File: src/rtl/uge_arb_pkg.sv
// ----------------------------------------------------------------------------
// uge_arb_pkg
// Shared types and helpers for the uge_share_arb comparator-sharing arbiter.
//   rsp_state_t : response-stage occupancy (RSP_EMPTY / RSP_FULL)
//   GRANT_CNT_W : width of the optional accepted-request counter
//   rr_pick()   : round-robin search over a zero-extended valid vector,
//                 returning a found flag and the winning index
// ----------------------------------------------------------------------------
package uge_arb_pkg;

    localparam int GRANT_CNT_W = 16;

    // rr_pick works on a fixed-size view so it can live in a package;
    // callers zero-extend their vectors and pass the real requester count.
    localparam int RR_MAX_REQ = 64;
    localparam int RR_IDX_W   = 6;

    typedef enum logic {
        RSP_EMPTY = 1'b0,
        RSP_FULL  = 1'b1
    } rsp_state_t;

    typedef struct packed {
        logic                found;
        logic [RR_IDX_W-1:0] idx;
    } rr_pick_t;

    // First valid index at or after ptr, wrapping modulo n.
    function automatic rr_pick_t rr_pick(
        input logic [RR_MAX_REQ-1:0] valid,
        input logic [RR_IDX_W-1:0]   ptr,
        input int                    n
    );
        rr_pick_t res;
        int       idx;
        res = '0;
        for (int k = 0; k < RR_MAX_REQ; k++) begin
            idx = int'(ptr) + k;
            if (idx >= n) begin
                idx = idx - n;
            end
            if ((k < n) && !res.found && valid[idx]) begin
                res.found = 1'b1;
                res.idx   = idx[RR_IDX_W-1:0];
            end
        end
        return res;
    endfunction

endpackage

File: src/rtl/uge_cmp.sv
// ----------------------------------------------------------------------------
// uge_cmp
// Purely combinational unsigned greater-or-equal comparator.
//   I0, I1 : WIDTH-bit unsigned operands
//   O      : 1 when I0 >= I1
// ----------------------------------------------------------------------------
module uge_cmp #(
    parameter int WIDTH = 2
) (
    input  logic [WIDTH-1:0] I0,
    input  logic [WIDTH-1:0] I1,
    output logic             O
);

    assign O = (I0 >= I1);

endmodule

File: src/rtl/uge_share_arb.sv
// ----------------------------------------------------------------------------
// uge_share_arb
// Round-robin arbiter that shares a single uge_cmp among N_REQ requesters and
// registers each result, tagged with the requester ID, in a one-entry
// valid/ready response stage.
//   CLK, ASYNCRESETN  : clock, asynchronous active-low reset
//   REQ_VALID/READY   : per-requester handshake (READY is one-hot or zero)
//   REQ_A, REQ_B      : packed operands, requester i at [i*WIDTH +: WIDTH]
//   RSP_VALID/READY   : response handshake
//   RSP_ID, RSP_GE    : winner index and (A >= B) result
//   GRANT_CNT         : saturating transfer count, only when
//                       UGE_ARB_STATS_EN is defined
// ----------------------------------------------------------------------------
module uge_share_arb
    import uge_arb_pkg::*;
#(
    parameter  int WIDTH = 2,
    parameter  int N_REQ = 4,
    localparam int ID_W  = $clog2(N_REQ)
) (
    input  logic                   CLK,
    input  logic                   ASYNCRESETN,
    input  logic [N_REQ-1:0]       REQ_VALID,
    output logic [N_REQ-1:0]       REQ_READY,
    input  logic [N_REQ*WIDTH-1:0] REQ_A,
    input  logic [N_REQ*WIDTH-1:0] REQ_B,
    output logic                   RSP_VALID,
    input  logic                   RSP_READY,
    output logic [ID_W-1:0]        RSP_ID,
    output logic                   RSP_GE
`ifdef UGE_ARB_STATS_EN
    ,
    output logic [GRANT_CNT_W-1:0] GRANT_CNT
`endif
);

    rsp_state_t      state_reg, state_next;
    logic [ID_W-1:0] rsp_id_reg, rsp_id_next;
    logic            rsp_ge_reg, rsp_ge_next;
    logic [ID_W-1:0] ptr_reg, ptr_next;

    logic [WIDTH-1:0] a_arr [N_REQ];
    logic [WIDTH-1:0] b_arr [N_REQ];

    logic [RR_MAX_REQ-1:0] valid_ext;
    logic [RR_IDX_W-1:0]   ptr_ext;
    rr_pick_t              pick;
    logic                  can_accept;
    logic [N_REQ-1:0]      grant;
    logic                  xfer;
    logic [ID_W-1:0]       grant_id;
    logic [WIDTH-1:0]      sel_a, sel_b;
    logic                  cmp_ge;

    genvar gi;
    generate
        for (gi = 0; gi < N_REQ; gi++) begin : g_req
            assign a_arr[gi] = REQ_A[gi*WIDTH +: WIDTH];
            assign b_arr[gi] = REQ_B[gi*WIDTH +: WIDTH];
            assign grant[gi] = can_accept && pick.found && (pick.idx == RR_IDX_W'(gi));
        end
    endgenerate

    always_comb begin
        valid_ext              = '0;
        valid_ext[N_REQ-1:0]   = REQ_VALID;
        ptr_ext                = '0;
        ptr_ext[ID_W-1:0]      = ptr_reg;
        pick                   = rr_pick(valid_ext, ptr_ext, N_REQ);
    end

    // Reset is folded in so no requester sees READY while held in reset,
    // even though the state register already reads EMPTY then.
    assign can_accept = ASYNCRESETN && ((state_reg == RSP_EMPTY) || RSP_READY);
    assign xfer       = |grant;
    assign REQ_READY  = grant;

    // One-hot grant drives both the ID encoder and an AND-OR operand mux.
    always_comb begin
        grant_id = '0;
        sel_a    = '0;
        sel_b    = '0;
        for (int k = 0; k < N_REQ; k++) begin
            if (grant[k]) begin
                grant_id = grant_id | ID_W'(k);
            end
            sel_a = sel_a | (a_arr[k] & {WIDTH{grant[k]}});
            sel_b = sel_b | (b_arr[k] & {WIDTH{grant[k]}});
        end
    end

    uge_cmp #(.WIDTH(WIDTH)) u_cmp (
        .I0 (sel_a),
        .I1 (sel_b),
        .O  (cmp_ge)
    );

    always_comb begin
        state_next  = state_reg;
        rsp_id_next = rsp_id_reg;
        rsp_ge_next = rsp_ge_reg;
        ptr_next    = ptr_reg;
        if (xfer) begin
            state_next  = RSP_FULL;
            rsp_id_next = grant_id;
            rsp_ge_next = cmp_ge;
            ptr_next    = (grant_id == ID_W'(N_REQ - 1)) ? '0 : grant_id + ID_W'(1);
        end else if ((state_reg == RSP_FULL) && RSP_READY) begin
            // Pop only: ID/GE keep their stale values behind RSP_VALID=0.
            state_next = RSP_EMPTY;
        end
    end

    always_ff @(posedge CLK or negedge ASYNCRESETN) begin
        if (!ASYNCRESETN) begin
            state_reg  <= RSP_EMPTY;
            rsp_id_reg <= '0;
            rsp_ge_reg <= 1'b0;
            ptr_reg    <= '0;
        end else begin
            state_reg  <= state_next;
            rsp_id_reg <= rsp_id_next;
            rsp_ge_reg <= rsp_ge_next;
            ptr_reg    <= ptr_next;
        end
    end

    assign RSP_VALID = (state_reg == RSP_FULL);
    assign RSP_ID    = rsp_id_reg;
    assign RSP_GE    = rsp_ge_reg;

`ifdef UGE_ARB_STATS_EN
    logic [GRANT_CNT_W-1:0] grant_cnt_reg;

    always_ff @(posedge CLK or negedge ASYNCRESETN) begin
        if (!ASYNCRESETN) begin
            grant_cnt_reg <= '0;
        end else if (xfer && (grant_cnt_reg != '1)) begin
            grant_cnt_reg <= grant_cnt_reg + GRANT_CNT_W'(1);
        end
    end

    assign GRANT_CNT = grant_cnt_reg;
`endif

endmodule

File: config.mk
export PLATFORM = sky130hd
export DESIGN_NAME = uge_share_arb
export DESIGN_NICKNAME = d
export VERILOG_FILES = /design/src/rtl/uge_arb_pkg.sv /design/src/rtl/uge_cmp.sv /design/src/rtl/uge_share_arb.sv
export SDC_FILE = /design/constraint.sdc
export NUM_CORES = 1
export LEC_CHECK = 0
export BUFFER_PORTS_ARGS = -buffer_cell sky130_fd_sc_hd__buf_2
export CORE_MARGIN = 1.5
export CORE_UTILIZATION = 47
export CTS_CLUSTER_SIZE = 16
export DETAILED_ROUTE_END_ITERATION = 7
export PLACE_DENSITY_LB_ADDON = 0.2
export RECOVER_POWER = 100
export SLEW_MARGIN = 15
export SYNTH_ARGS = -nofsm -noshare
export SYNTH_HDL_FRONTEND = slang
export SYNTH_SLANG_ARGS = --single-unit
File: constraint.sdc
create_clock -name CLK -period 3.6 [get_ports CLK]
set_input_delay 0.72 -clock CLK [delete_from_list [all_inputs] [get_ports CLK]]
set_output_delay 0.72 -clock CLK [all_outputs]
set_load 0.03 [all_outputs]
Word-level counts from Yosys, hierarchy flattened:

Index checks and enable logic that the tools add are counted.

* flip-flop bits (word level): 6
* latch bits: 0
* RAM bits: 0
* bits in read-only memories: 0
* bits of input ports: 23
* output and inout port bits: 8
* word-level logic and storage cells: 83
* memories: 0

* add/subtract/negate cells: 8
* $mul: 0
* divide/modulo/power cells: 0
* $lt $le $gt $ge: 9
* equal/unequal tests: 4
* shift operators: 0
* multiplexer cells: 26
* bitwise logic cells: 15
* reduce and logical (&&, ||, !) cells: 17

Operators with widths (count)
* $lt A32 B8 Y1 const B: 4
* $mux W32: 4
* $mux W7: 4
* $bmux W1 S6: 4
* $and A2 B2 Y2: 8
* $eq A6 B2 Y1 const B: 2
* $or A2 B2 Y2: 6
* $sub A3 B3 Y4 const B: 3
* $mux W1: 11
* $logic_and A1 B1 Y1: 10
* $ge A3 B3 Y1 const B: 3
* $add A2 B2 Y3 const B: 2
* $eq A6 B1 Y1 const B: 1
* $logic_not A6 Y1: 1
* $mux W2: 3
* $reduce_or A4 Y1: 1
* $sub A2 B3 Y4 const B: 1
* $add A2 B1 Y3 const B: 1
* $ge A2 B3 Y1 const B: 1
* $logic_not A1 Y1: 3
* $add A2 B1 Y2 const B: 1
* $eq A2 B2 Y1 const B: 1
* $ge A2 B2 Y1: 1
* $reduce_bool A2 Y1: 1
* other kinds (2): 2

Longest topological paths before layout:

* depth after elaboration: 22
* depth in mapped cells: 15
* depth with buffers taken out: 12

Hierarchy:

A second synthesis with hierarchy kept.

* cell total of the unflattened synthesis: 96
* area, all modules: 838.3 um2

Modules (own cells, without submodules)
* uge_share_arb: instances 1, cells each 90, area an instance 792.0 um2, sequential area each 150.1 um2
* uge_cmp: instances 1, cells each 6, area an instance 46.3 um2, sequential area each 0.0 um2

Least setup slack after synthesis:

Ideal clock, no wire load.

* path kind: register to output
* start: register ptr_reg[0]
* end: output port REQ_READY[2]
* data arrival time: 2469 ps
* data required time: 2880 ps
* path slack: 411 ps
* stages on the path, launching flop included: 11
* buffers on the path: 2
* cells stage by stage: dfrtp_1 buf_2 inv_1 ha_1 buf_4 mux2i_1 and4_4 a211oi_4 o21ai_4 a21o_4 nor2b_1

* word-level cells in the longest chain between the ends: 17
* elaborated cells between the ends (all ways): 40
* classes of those cells: add/sub: 7; order compare: 4; eq/ne: 1; mux: 20; reduce/logical: 8

RTL lines
* from (decl): line uge_share_arb.sv:40 `logic [ID_W-1:0] ptr_reg, ptr_next;`
* from (signal assigned): line uge_share_arb.sv:124 `ptr_reg <= ptr_next;`
* parallel branches: the longest is 14 deep, another holds $sub A3 B3 Y4
* $mux W7 (*): line uge_arb_pkg.sv:42 `if ((k < n) && !res.found && valid[idx]) begin`
* $eq A6 B2 Y1 or $logic_and A1 B1 Y1 (tied branches): line uge_share_arb.sv:60 `assign grant[gi] = can_accept && pick.found && (pick.idx == RR_IDX_W'(gi));`
* $logic_and A1 B1 Y1 (*): line uge_share_arb.sv:60
* to (decl): line uge_share_arb.sv:24 `output logic [N_REQ-1:0] REQ_READY,`

Mark *: on every way between the ends. The select of a mux whose other input is x is not followed.

Worst setup path in the final report:

* start: register ptr_reg[1]
* end: output port REQ_READY[3]

The elaborated chain is that of the path after synthesis.

==> impl.org <==
** Pwr
- Summed over all cells, the static leakage comes to approximately 0.47 nW.
- For this design the ratio of total power to cell area is about 810 nW/um^2.
- Peak supply drop :: 0.000537 V

** Final layout
- Layout net count :: between 100 and 150
- Measured on the finished design, the core utilization comes to about three fifths.
- Cells with a size suffix above 1 make up 30.8% of the layout.
- Count of inserted antenna diode cells :: 0
- Layout-stage area growth over the synthesis result :: 20.7%
- The finished layout holds around 130 standard cells, fillers aside.
- The layout has roughly 130 filler cells.

** STA
- Unrepaired setup endpoints after global routing :: false
- The count of final hold-check violations came to 0.
- After layout, the worst path uses a little over nine tenths of the clock period.
- Across the routed clock network, the largest skew measured is approximately 0.011 ns.
- Finish-stage setup viols :: 0
- Max Slew Vio Count :: 0
- For the pin with the worst max-slew slack, the measured transition is 0.381 ns.
- Based on the critical path, the design can be clocked at up to 294 MHz.
- Summed over all failing endpoints, the final setup total negative slack is 0 ns.
- Max transition margin :: 74.4%
- The worst path needs 3.40 ns of the cycle, external delays included.

** Critical path
- Launch instance of the worst register-to-register path :: ptr_reg[1]
- The critical path is of the reg2out type.
- Critical register-to-register path endpoint :: RSP_GE
- Cells on worst reg2reg path :: 12
- Along the worst path, the maximum fanout reaches 11.
- Slowest-stage cell, CP :: sky130_fd_sc_hd__dfrtp_1
- For the worst setup path, the data required time is about 2.9 ns.
- Walking the worst path, the cells encountered are inv_1, ha_4, mux2_1, and3_1, a31o_1, o21ai_4, a21o_4, nor2_1, clkbuf_2.
- Tracing the worst setup path back leads to its startpoint at ptr_reg[1].
- Longest individual stage delay on the worst path :: between 0.4 and 0.5 ns
- For the worst setup path, the data arrival time is 2.68 ns.
- Critical path capture point :: REQ_READY[3]
- Endpoint type of the worst setup path :: output pin
- Register-to-register setup slack :: ~0.56 ns
- STA classifies the critical path startpoint as a flip-flop.

** Clock network
- TritonCTS buffer count :: 3
- Cell chosen for the clock root :: sky130_fd_sc_hd__clkbuf_4
- Cts hold-fix bufs :: 0
- Clock input transition at the sequential cells of the worst setup and hold paths :: around 0.050 ns
- The clock net in this run drives a total of 6 sinks.
- H-tree Lvls :: 1
- The clock passes through at most 2 buffers.
- Clock latency on the worst-skew pair :: about 0.25 ns
- CTS tree :: built

** Synth
- In the synthesized netlist the dominant register cell turns out to be sky130_fd_sc_hd__dfrtp_1.
- For this run, the number of Yosys warnings is 0.
- Fraction of the yosys area taken by sequential cells :: 19.2%
- Counting every instance in the synthesized netlist gives 89.
- Cell type with the highest aggregate area in the netlist :: sky130_fd_sc_hd__dfrtp_1
- Dividing the synthesized area by the synthesized cell count gives between 8 and 9 sq um.
- Count of flip-flops with a built-in enable after synthesis :: 0
- The number of different library cells used by synthesis comes to 34.
- Area fraction of the dominant cell type after synthesis :: about 19%
- Fraction of registers with async set or reset after synthesis :: 100%
- Synthesized area :: about 800 sq um
- In the post-synthesis netlist, the biggest area contributors are sky130_fd_sc_hd__dfrtp_1 (19%), sky130_fd_sc_hd__mux2i_1 (13%), sky130_fd_sc_hd__ha_1 (9.6%).
- Net count after synthesis :: around 120
- Post-synthesis sequential element count :: 6

** Die
- Once the floorplan was initialized, standard cells occupied between 50% and 60% of the core.
- Count of standard-cell rows :: 14
- The total area inside the core boundary comes to 1520 sq um.
- 31 I/O pins were placed.
- Overall die width :: between 40 and 50 microns
- Vertical extent of the die :: approximately 44 microns
- Die Outline Area :: 1910 sq um

** Min path
- Min-Delay Path Class :: in2async

** Flow run
- The tool flagged a number of max-cap violations equal to 0.

** Route
- After detailed routing, the average wire length per cell comes to 12.7 microns.
- Post-route antenna net violation count :: 0
- For this run, design rule violations remaining after detail routing come to 0.
- Total wire length :: 1690 microns
- After detailed routing, the number of vias per cell comes to around 5.7.
- The detailed router finished its first iteration with 13 violations.
- Routed via count :: 754
- Length of the first detailed-routing pass in iterations :: 4

** Global route
- Antenna violations before repair :: 0
- Number of global-route vias before repair :: 719
- Maximum number of pins on one net before global-route repair :: 15
- Wire length of the first global-routing pass :: about 2900 microns
- Tot GR Track Use :: approximately a fifth
- Remaining global-route overflow :: 0

** Placed design
- # placed instances :: 130
- Weighted congestion reported at the end of routability-driven placement :: between 0.9 and 1
- Number of port buffers :: 30
- The HPWL after detailed placement is 1280 microns.

** Outcome
- Run status :: completed
final cells by class:
cell class,count,area (sq um),area share [%]
inverter,4,15.0,1.59
timing repair buffer,30,144,15.3
clock buffer,3,22.5,2.39
sequential,6,151,16.1
multi-input combinational,74,589,62.5
tap,16,20.0,2.12
cell usage after synthesis, types with 2 or more instances:
cell type / instances
sky130_fd_sc_hd__ha_1: 6
sky130_fd_sc_hd__nor2_1: 8
sky130_fd_sc_hd__buf_2: 3
sky130_fd_sc_hd__mux2_1: 3
sky130_fd_sc_hd__nor2b_1: 4
sky130_fd_sc_hd__o21ai_1: 5
sky130_fd_sc_hd__inv_1: 3
sky130_fd_sc_hd__a21oi_1: 2
sky130_fd_sc_hd__o22a_1: 2
sky130_fd_sc_hd__nand2_1: 7
sky130_fd_sc_hd__and3_1: 2
sky130_fd_sc_hd__nand2b_1: 3
sky130_fd_sc_hd__dfrtp_1: 6
sky130_fd_sc_hd__mux2i_1: 10
sky130_fd_sc_hd__a21o_1: 3
sky130_fd_sc_hd__nor3_1: 2
sky130_fd_sc_hd__a211oi_1: 2
sky130_fd_sc_hd__o22ai_1: 2
cell families after synthesis:
logic type / count (synthesis) / synth area share, %
adder cells (fa/ha/maj): 6 / 9.62
flip-flops: 6 / 19.2
multiplexers: 14 / 19.1
buffers and inverters: 9 / 6.25
AND/OR/NAND/NOR: 30 / 21.0
AO/OA/AOI/OAI: 24 / 24.8
placed cells by master, fill, tap and decap left out, types with 2 or more instances in the layout:
cell type / count
sky130_fd_sc_hd__o21ai_1: 5
sky130_fd_sc_hd__nor3_1: 2
sky130_fd_sc_hd__dfrtp_1: 5
sky130_fd_sc_hd__nor2b_1: 4
sky130_fd_sc_hd__mux2_1: 3
sky130_fd_sc_hd__clkbuf_1: 5
sky130_fd_sc_hd__ha_1: 5
sky130_fd_sc_hd__a21o_1: 3
sky130_fd_sc_hd__clkbuf_4: 3
sky130_fd_sc_hd__nand2_1: 7
sky130_fd_sc_hd__nor2_1: 8
sky130_fd_sc_hd__a21oi_1: 2
sky130_fd_sc_hd__mux2i_1: 10
sky130_fd_sc_hd__o22ai_1: 2
sky130_fd_sc_hd__nand2b_1: 3
sky130_fd_sc_hd__and3_1: 2
sky130_fd_sc_hd__inv_1: 4
sky130_fd_sc_hd__a211oi_1: 2
sky130_fd_sc_hd__o22a_1: 2
sky130_fd_sc_hd__buf_2: 22
sky130_fd_sc_hd__clkbuf_2: 3
how the worst min path moves through the flow:
stage	from	end	slack, ns	cells after the start
2_1_floorplan	ASYNCRESETN	RSP_GE	0.42	0
3_3_place_gp	RSP_ID[0]	RSP_ID[0]	0.47	1
3_5_place_dp	RSP_ID[0]	RSP_ID[0]	0.46	1
4_1_cts	ASYNCRESETN	RSP_ID[1]	0.28	1
5_1_grt	ASYNCRESETN	RSP_ID[1]	0.38	1
6_report	ASYNCRESETN	RSP_ID[1]	0.34	1
where the power goes:
part	internal (mW)	switching, mW	total [mW]
combinational	0.242	0.320	0.562
sequential	0.0994	0.0375	0.137
clock	0.0378	0.0250	0.0627
total	0.379	0.383	0.762
timing repair:
item | CTS | global route
endpoints found under the setup margin | 1 | 3
buffers inserted | 0 | 0
resized for setup | 1 | 2
layer usage:
| metal | up-vias | track usage (%) | part of all wire (%) |
|---|---|---|---|
| li1 | 379 | - | - |
| met1 | 355 | 25.9 | 48 |
| met2 | 18 | 30.6 | 48 |
| met3 | 2 | 5.42 | 3.4 |
| met4 | 0 | 9.09 | 0.83 |
| met5 | - | 0 | 0 |
critical path: cells and delay by family, from the launching register on:
family / cells / cell delay [ns]
DFF: 1 / 0.49
adders and majority gates: 1 / 0.37
and+or+nand+nor: 2 / 0.23
AOI/OAI and AO/OA: 3 / 0.67
muxes: 1 / 0.32
buffers and inverters: 2 / 0.36
stage by stage:
step / setup WS [ns] / cell area, sq um / total power [mW] / hold slack (ns)
after floorplan: 0.411 / 781 / 0.600 / 0.424
after detailed placement: 0.272 / 917 / 0.684 / 0.465
after global routing: 0.0479 / 942 / 0.831 / 0.377
after CTS: 0.0689 / 942 / 0.757 / 0.283
after global placement: 0.314 / 917 / 0.678 / 0.467
final: 0.197 / 942 / 0.762 / 0.342
(Power assumes the default switching activity.)
